--- src/rtl/instr_fetch_queue.sv ---
// Two-wide instruction queue between fetch and dual-issue decode.
// Fetch bundles are compacted into per-instruction {pc, instr} entries; decode sees the oldest two.
module instr_fetch_queue #(
  parameter int DEPTH = 8
) (
  input  logic                       i_clk,
  input  logic                       i_rst,
  input  logic                       i_flush,
  input  logic [31:0]                i_pc,
  input  logic [63:0]                i_instr,
  input  logic [1:0]                 i_instr_vld,
  output logic                       o_ready,
  output logic [31:0]                o_dec_pc0,
  output logic [31:0]                o_dec_pc1,
  output logic [63:0]                o_dec_instr,
  output logic [1:0]                 o_dec_vld,
  input  logic [1:0]                 i_dec_num,
  output logic [$clog2(DEPTH):0]     o_count
);

  localparam int AW = $clog2(DEPTH);
  localparam int CW = AW + 1;

  logic [31:0]   r_pc    [DEPTH];
  logic [31:0]   r_instr [DEPTH];
  logic [AW-1:0] r_rptr;
  logic [AW-1:0] r_wptr;
  logic [CW-1:0] r_count;

  logic          w_accept;
  logic [1:0]    w_enq_n;
  logic [1:0]    w_dec_req;
  logic [1:0]    w_deq_n;
  logic [31:0]   w_pc1;
  logic [31:0]   w_a_pc;
  logic [31:0]   w_a_instr;
  logic [AW-1:0] w_wptr1;
  logic [AW-1:0] w_rptr1;

  assign o_ready  = (r_count <= CW'(DEPTH - 2));
  assign w_accept = o_ready && (i_instr_vld != 2'b00);
  assign w_pc1    = i_pc + 32'd4;
  assign w_wptr1  = r_wptr + AW'(1);
  assign w_rptr1  = r_rptr + AW'(1);

  // A lone slot-1 instruction is compacted down into the first write position.
  assign w_a_pc    = (i_instr_vld == 2'b10) ? w_pc1          : i_pc;
  assign w_a_instr = (i_instr_vld == 2'b10) ? i_instr[63:32] : i_instr[31:0];

  // NOTE: every combinational output gets a default first, so no path leaves it unassigned and no latch is inferred.
  always_comb begin
    w_enq_n = 2'd0;
    if (w_accept) begin
      w_enq_n = (i_instr_vld == 2'b11) ? 2'd2 : 2'd1;
    end
  end

  // A request of 3 is meaningless and treated as no request; over-requests are clamped to the occupancy.
  assign w_dec_req = (i_dec_num == 2'd3) ? 2'd0 : i_dec_num;
  assign w_deq_n   = (CW'(w_dec_req) > r_count) ? r_count[1:0] : w_dec_req;

  // NOTE: all sequential state uses non-blocking assignments so every register samples pre-edge values.
  always_ff @(posedge i_clk) begin
    if (i_rst) begin
      // NOTE: storage is cleared on reset because the decode outputs read it directly and must show 0 after reset.
      for (int i = 0; i < DEPTH; i++) begin
        r_pc[i]    <= '0;
        r_instr[i] <= '0;
      end
      r_rptr  <= '0;
      r_wptr  <= '0;
      r_count <= '0;
    end else if (i_flush) begin
      r_rptr  <= '0;
      r_wptr  <= '0;
      r_count <= '0;
    end else begin
      if (w_accept) begin
        r_pc[r_wptr]    <= w_a_pc;
        r_instr[r_wptr] <= w_a_instr;
      end
      if (w_accept && (i_instr_vld == 2'b11)) begin
        r_pc[w_wptr1]    <= w_pc1;
        r_instr[w_wptr1] <= i_instr[63:32];
      end
      r_wptr  <= r_wptr + AW'(w_enq_n);
      r_rptr  <= r_rptr + AW'(w_deq_n);
      r_count <= r_count + CW'(w_enq_n) - CW'(w_deq_n);
    end
  end

  assign o_dec_pc0   = r_pc[r_rptr];
  assign o_dec_pc1   = r_pc[w_rptr1];
  assign o_dec_instr = {r_instr[w_rptr1], r_instr[r_rptr]};
  assign o_dec_vld   = {(r_count >= CW'(2)), (r_count != '0)};
  assign o_count     = r_count;

endmodule

--- config.mk ---
export PLATFORM = sky130hd
export DESIGN_NAME = instr_fetch_queue
export DESIGN_NICKNAME = d
export VERILOG_FILES = /design/src/rtl/instr_fetch_queue.sv
export SDC_FILE = /design/constraint.sdc
export NUM_CORES = 1
export LEC_CHECK = 0
export CAP_MARGIN = 25
export CORE_ASPECT_RATIO = 0.7
export CORE_MARGIN = 2
export CORE_UTILIZATION = 62
export CTS_CLUSTER_DIAMETER = 50
export DETAILED_ROUTE_END_ITERATION = 8
export DONT_BUFFER_PORTS = 1
export HOLD_SLACK_MARGIN = 0.06
export PLACE_DENSITY = 0.84
export SYNTH_ARGS = -nofsm -noshare
export SYNTH_HDL_FRONTEND = slang
export SYNTH_SLANG_ARGS = --single-unit
--- constraint.sdc ---
create_clock -name i_clk -period 4.8 [get_ports i_clk]
set_clock_uncertainty 0.2 [all_clocks]
set_input_delay 0.72 -clock i_clk [delete_from_list [all_inputs] [get_ports i_clk]]
set_output_delay 0.72 -clock i_clk [all_outputs]
set_load 0.02 [all_outputs]
# ---- Word level (Yosys, flattened, before mapping)
# Memories as Yosys holds them, arrays and structs flattened. A register that Yosys moved wholly into a read port is not among the register bits.
# Index checks and enable logic that the tools add are counted.
dict set report totals {
  mem_bits_rw 512
  romBits 0
  latchBits 0
  n_memories 2
  output_inout_bits 135
  inputBits 103
  word_cells 57
  regBits 10
}
dict set report classes {
  n_lt_le_gt_ge 3
  n_shift 0
  n_mux 30
  multipliers 0
  n_eq_ne 3
  reduce_logical 9
  bitwise 0
  div_mod_pow 0
  addsub 7
}
# memory depth width rd rd_clocked_by_memory_dff write_ports line
set mem_list {}
lappend mem_list {r_instr 8 32 2 1 8 25} ;# logic [31:0] r_instr [DEPTH];
lappend mem_list {r_pc 8 32 2 1 8 24} ;# logic [31:0] r_pc [DEPTH];
# operator n
set ops {}
lappend ops {{32-bit two-way mux} 6}
lappend ops {{32-bit OR reduction} 4}
lappend ops {{32-bit by 3-bit adder with 32-bit output, second input constant} 1}
lappend ops {{3-bit two-way mux} 6}
lappend ops {{1-bit two-way mux} 14}
lappend ops {{2-bit two-way mux} 4}
lappend ops {{3-bit by 1-bit adder with 3-bit output, second input constant} 2}
lappend ops {{3-bit by 2-bit adder with 3-bit output} 2}
lappend ops {{2-bit equality test, second input constant} 3}
lappend ops {{4-bit by 2-bit adder with 4-bit output} 1}
lappend ops {{4-bit by 2-bit >= comparator with 1-bit output, second input constant} 1}
lappend ops {{2-bit by 4-bit greater-than comparator with 1-bit output} 1}
lappend ops {{4-bit by 3-bit less-or-equal comparator with 1-bit output, second input constant} 1}
lappend ops {{4-bit nonzero test} 1}
lappend ops {{4-bit by 2-bit subtractor with 4-bit output} 1}
lappend ops {{1-bit logical AND} 2}
lappend ops {{2-bit nonzero test} 1}
lappend ops {{2-bit OR reduction} 1}

# ---- Longest topological paths before layout
# Gate-level depths: netlist of run 1.
dict set report logic_depth {
  depth_word 9
  mapped_depth 15
  ltp_nobuf 13
}

# ---- Least setup slack after synthesis of run 1
# Ideal clock, no wire load.
dict set report synth_timing {
  kind {register -> register}
  from {register r_count[3], in the netlist o_count[3]}
  to {memory r_instr[6][0], enable pin}
  path_slack_ns 1.046
  t_required_ns 3.905
  synth_period_minus_slack_ns 3.754
  path_buffers 2
  stages_incl_launch_ff 10
  arrival_time_ns 2.859
  cell_sequence {dfxtp_1 inv_1 ha_1 a21bo_2 nand2_1 buf_2 buf_2 nor2_1 a21oi_1 nand2b_1}
}
# item line
set synth_rtl {}
lappend synth_rtl {{start: declaration} 28} ;# logic [CW-1:0] r_count;
lappend synth_rtl {{start signal: assignment} 88} ;# r_count <= r_count + CW'(w_enq_n) - CW'(w_deq_n);
lappend synth_rtl {{end: declaration} 25}

# ---- Final worst setup path of run 1
dict set report layout_timing {
  from {register r_rptr[0]}
  to {output o_dec_instr[33]}
}
dict set report layout_via {
  elab_chain_len 2
}
# item line
set layout_rtl {}
lappend layout_rtl {{start: declaration} 26} ;# logic [AW-1:0] r_rptr;
lappend layout_rtl {{start signal: assignment} 87} ;# r_rptr <= r_rptr + AW'(w_deq_n);
lappend layout_rtl {{3-bit by 1-bit adder with 3-bit output} 44} ;# assign w_rptr1 = r_rptr + AW'(1);
lappend layout_rtl {{memory read 8 x 32 bit} -}
lappend layout_rtl {{end: declaration} 15} ;# output logic [63:0] o_dec_instr,
# Every way passes these cells.

==> impl_metrics.ini, run 1 <==
[run_status]
status = complete, no violations

[cts]
cts_resized = 0
clock_latency_ps = 610
post_cts_buffers = 0
clk_pin_slew_ps = 70
numCtsBuffers = 54
cts_htree_levels = 2
cts_tree = yes
clock-root-buffer = clkbuf_16
cts_hold_buf = 0
clockBufferDepth = 3
clkSinkCount = 522

[floorplan]
num_rows = 69
ioPinCount = 238
core_um2 = 50600
die_width_um = 274
dieArea_um2 = 52900
initial_core_util_pct = 62.6
die_h_um = 193

[setup_path]
arrival_ps = 3240
cp-start-kind = flip-flop
cp_slowest_cell = dfxtp_4
critPathCaptureType = output pin
cp_slowest_stage_delay_ps = 640
critical-path-top-delay-family = multiplexers
crit_buf_inv = 1
worstSetupPathType = reg2out
path_cells = ha_4, buf_12, mux4_2, mux2_2
cp_data_required_time_ps = 3880
worstPathMaxFanout = 42

[drt]
drt_pass1_iterations = 7
antenna_left = 0
drt_iter0_drc = 4224
avgRoutedWirePerCell_um = 35.2
via_per_inst = 8.28
wirelength_um = 102000
vias = 24000
drc = 0

[synthesis]
syn_area_per_cell_um2 = 13.2
synth-seq-area-share_pct = 49.2
ys_warn_count = 0
synth_ff_type = edfxtp_1
netlist_area_um2 = 31700
netlist_instances = 2399
synth_cell_types = 56
synth_fp_nets = 2520
synthArstFlopShare_pct = 0
synth-edff-count = 512
ys_ff_latch = 522

[power]
p_leak_uw = 0.0110
ir_drop_mv = 0.253
finalPower_uw = 12500
power.density_nw_per_um2 = 372

[global_route]
grt_first_pass_wirelength_um = 149000
track_usage_pct = 38.4
grt_max_degree = 130
first_global_vias = 23200
antenna_found_initial = 1
grt_overflow = 0

[cells_and_area]
syn2layout_area_growth_pct = 6.45
final_nets = 2305
num-fill-cells = 3386
stdcell_area_um2 = 33700
drive_gt1_share_pct = 26.3
antenna_cells = 0

[timing]
setup-violations-final = 0
drv_slew = 0
period_needed_ps = 4160
worstMarginPinSlew_ps = 1190
hold_violations = 0
fmax_mhz = 240
slew_headroom_pct = 19.8
fin_setup_tns_ps = 0
rsz0062_at_grt = false
final.period_utilization_pct = 86.7

[flow_run]
maxCapViolations = 0

[placement]
numPortBuffers = 0
place_area_um2 = 32000
detailed_place_hpwl_um = 61400
gp_congestion = 0.976

[worst_hold_path]
worstHoldPathType = in2reg
## final timing paths
| check | endpoint | cells past startpoint | from | slack, ps |
|---|---|---|---|---|
| hold / removal | r_instr[2][12]$_DFFE_PP_ | 1 | i_instr[44] | 90 |
| setup / recovery | o_dec_instr[33] | 4 | r_rptr[0]$_SDFF_PP0_ | 640 |
| hold reg to reg | r_wptr[2]$_SDFF_PP0_ | 2 | r_wptr[2]$_SDFF_PP0_ | 590 |
| setup reg to reg | o_count[3]$_SDFF_PP0_ | 13 | o_count[3]$_SDFF_PP0_ | 940 |
## state kept, by name, summed over array words and instances (netlist names)
signal   cells
r_wptr       3
r_instr    256
o_count      4
r_rptr       3
r_pc       256
## per-layer routing
layer	vias up	part of all wire, %	wire length, um	global-route usage [%]
met4	2	4.9	5060	16.4
met3	468	18	18800	15.7
li1	9341	-	-	-
met1	11700	33	33400	50.4
met2	2486	44	45000	57.0
met5	-	0.031	32	0
## worst reg2reg max path, delay by kind of cell, from the launching register on
family          cells  cell delay, ps
buf+inv             3             660
fa+ha+maj           3             990
flops               1             480
simple gates        3             700
xor+xnor            1             130
compound gates      3             560
## synthesized netlist by cell type (all sizes together) (2+ instances only)
cell type | number | share of area, %
edfxtp | 512 | 49
a22o | 264 | 7.3
mux4 | 256 | 18
buf | 223 | 3.4
a21oi | 218 | 3.5
nand2 | 156 | 1.9
mux2 | 129 | 4.6
clkbuf | 126 | 1.5
a31oi | 116 | 2.3
nor2 | 59 | 0.70
a311oi | 48 | 1.3
o21ai | 39 | 0.63
nand3 | 37 | 0.60
a211oi | 25 | 0.64
nor3 | 24 | 0.41
and3 | 20 | 0.40
nand2b | 20 | 0.40
inv | 18 | 0.21
ha | 14 | 0.55
nor4 | 12 | 0.34
and4 | 10 | 0.28
dfxtp | 10 | 0.63
or3 | 8 | 0.16
a22oi | 7 | 0.17
and2 | 7 | 0.14
a21o | 5 | 0.12
nor2b | 5 | 0.099
xor2 | 5 | 0.14
fa | 4 | 0.25
nand4 | 3 | 0.059
xnor2 | 3 | 0.083
and4b | 2 | 0.063
mux2i | 2 | 0.063
nand3b | 2 | 0.047
nor4b | 2 | 0.095
## power by group
group | switching, uW | internal, uW | total [uW]
sequential | 197 | 5320 | 5510
combinational | 1710 | 1200 | 2910
clock | 1850 | 2250 | 4110
total | 3760 | 8770 | 12500
## area by class of cell
type                    count  area (um2)  area share, %
well taps                 674         843           2.50
clock buffers              62        1400           4.16
flip-flops and latches    522       15600           46.3
inverters                  18        67.6          0.201
clock inverters            38         273          0.810
repair buffers             78         823           2.44
multi-input cells        1510       14700           43.6
## cell families after synthesis
kind of cell / synth area share [%]
AOI/OAI and AO/OA: 16.0
DFF: 49.2
muxes: 22.9
and+or+nand+nor: 5.78
buffers and inverters: 5.08
adders and majority gates: 0.806
xor gates and xnor gates: 0.221
## cells in the final DEF, fill, tap and decap left out, drive strengths merged, types with 48 or more instances in the layout
cell,n
mux2,129
a311oi,48
a21oi,218
clkbuf,62
nor2,59
nand2,156
mux4,256
a22o,264
buf,78
a31oi,116
edfxtp,512
## stage by stage
step | setup WS, ps | hold WS (ps) | utilization [%] | std cells
after floorplan | 1050 | 378 | - | 2399
after global placement | 973 | 540 | 63.3 | 2802
after detailed placement | 985 | 568 | 63.3 | 2802
after CTS | 625 | 74.9 | 66.6 | 2902
after global routing | 509 | 76.2 | 66.6 | 2902
final | 638 | 87.0 | 66.6 | 2902
Note: power is estimated with default switching activity, not from simulation.
==> inputs of run 2 (changes only) <==
--- a/config.mk
+++ b/config.mk
@@ -8,12 +8,12 @@
 export CAP_MARGIN = 25
 export CORE_ASPECT_RATIO = 0.7
 export CORE_MARGIN = 2
-export CORE_UTILIZATION = 62
+export CORE_UTILIZATION = 30
 export CTS_CLUSTER_DIAMETER = 50
 export DETAILED_ROUTE_END_ITERATION = 8
 export DONT_BUFFER_PORTS = 1
 export HOLD_SLACK_MARGIN = 0.06
-export PLACE_DENSITY = 0.84
+export PLACE_DENSITY = 0.5
 export SYNTH_ARGS = -nofsm -noshare
 export SYNTH_HDL_FRONTEND = slang
 export SYNTH_SLANG_ARGS = --single-unit
==> impl_metrics.ini, run 2 (same netlist as run 1, synthesis figures left out) <==
[worst_hold_path]
worstHoldPathType = in2reg

[drt]
vias = 23200
via_per_inst = 6.30
antenna_left = 0
drt_iter0_drc = 2780
avgRoutedWirePerCell_um = 33.2
drt_pass1_iterations = 5
drc = 0
wirelength_um = 122000

[floorplan]
num_rows = 99
dieArea_um2 = 108000
die_width_um = 392
ioPinCount = 238
core_um2 = 104000
initial_core_util_pct = 30.3
die_h_um = 276

[cts]
cts_resized = 0
clk_pin_slew_ps = 60
post_cts_buffers = 0
clkSinkCount = 522
clock_latency_ps = 600
cts_hold_buf = 0
numCtsBuffers = 74
cts_tree = yes
clockBufferDepth = 3
cts_htree_levels = 3
clock-root-buffer = clkbuf_16

[cells_and_area]
num-fill-cells = 9953
final_common_cell = edfxtp_1
drive_gt1_share_pct = 27.6
syn2layout_area_growth_pct = 12.1
most-common-layout-cells = edfxtp_1, a22o_1, mux4_2
fin_cells = 3680
final_nets = 2329

[global_route]
grt_util_met1_pct = 29.7
grt_first_pass_wirelength_um = 172000
use_met3_pct = 8.09
grt.busiest_layer = met2
first_global_vias = 22400
grt_overflow = 0
grtUsageMet2_pct = 33.7
antenna_found_initial = 1
track_usage_pct = 22.0
grt_max_degree = 108

[run_status]
status = complete, no violations

[timing]
rsz0062_at_grt = false
fmax_mhz = 243
worstMarginPinSlew_ps = 1070
hold_violations = 0
hold_slack_ps = 105
slew_headroom_pct = 27.8
drv_slew = 0
final.period_utilization_pct = 85.6
setup-violations-final = 0
period_needed_ps = 4110
fin_setup_tns_ps = 0

[placement]
gp_congestion = 0.907
detailed_place_hpwl_um = 73900
dp.cells = 3545
numPortBuffers = 0

[setup_path]
reg2reg_from = o_count[3]$_SDFF_PP0_
cp_data_required_time_ps = 3880
cp_slowest_cell = ha_4
r2r_setup_slack_ps = 980
worstPathMaxFanout = 30
arrival_ps = 3190
regToRegEndpoint = o_count[3]$_SDFF_PP0_
worstSetupPathType = reg2out
cp_slowest_stage_delay_ps = 810
cp-start-kind = flip-flop
startpoint = r_rptr[1]$_SDFF_PP0_
path_cells = ha_4, buf_4, mux4_2, mux2_2
critPathCaptureType = output pin
r2r_cells = 13
endpoint = o_dec_instr[40]

[power]
power.density_nw_per_um2 = 395
finalPower_uw = 14000
p_leak_uw = 0.0114
ir_drop_mv = 0.228

[flow_run]
maxCapViolations = 0
## run 2: stage by stage
step	worst slack (ps)	utilization, %	instance area, um2
2_1_floorplan	1050	-	31700
3_3_place_gp	949	31.7	33100
3_5_place_dp	978	31.7	33100
4_1_cts	592	34.0	35500
5_1_grt	466	34.0	35500
6_report	691	34.0	35500
## run 2: worst min path at each step
stage                                           to                 start  slack (ps)  depth (start not counted)
final                     r_instr[7][13]$_DFFE_PP_           i_instr[45]         110                          1
after global routing       r_instr[0][2]$_DFFE_PP_           i_instr[34]          80                          1
after CTS                    r_pc[5][11]$_DFFE_PP_              i_pc[11]          70                          1
after detailed placement      r_wptr[2]$_SDFF_PP0_  r_wptr[2]$_SDFF_PP0_         540                          2
after global placement        r_wptr[2]$_SDFF_PP0_  r_wptr[2]$_SDFF_PP0_         520                          2
after floorplan               r_rptr[0]$_SDFF_PP0_  r_rptr[0]$_SDFF_PP0_         380                          2
## run 2: routing by layer
metal / vias to the layer above / part of all wire, % / wire length, um
met5: - / 0 / 0
met2: 1380 / 45 / 54600
met3: 198 / 12 / 15000
li1: 9406 / - / -
met1: 12200 / 41 / 49800
met4: 0 / 2.2 / 2630
## run 2: cell type report
class                   instances  area [um2]  area share, %
diodes                          2        5.00         0.0141
clock buffers                  87        1950           5.50
clock inverters                45         452           1.27
inverters                      18        67.6          0.190
multi-input cells            1510       14700           41.4
flip-flops and latches        522       15600           43.9
well taps                    1414        1770           4.98
repair buffers                 82         966           2.72
## run 2: report_power, final
part / internal [uW] / total [uW] / switching, uW / leakage (uW)
logic: 1210 / 3040 / 1830 / 0.00490
registers: 5320 / 5500 / 183 / 0.00536
clock network: 3300 / 5460 / 2170 / 0.00116
total: 9820 / 14000 / 4180 / 0.0114
## run 2: critical path: cells and delay by family (launching register included)
kind,cells,cell delay [ps]
buf+inv,1,360
mux,2,950
flops,1,430
fa+ha+maj,1,810
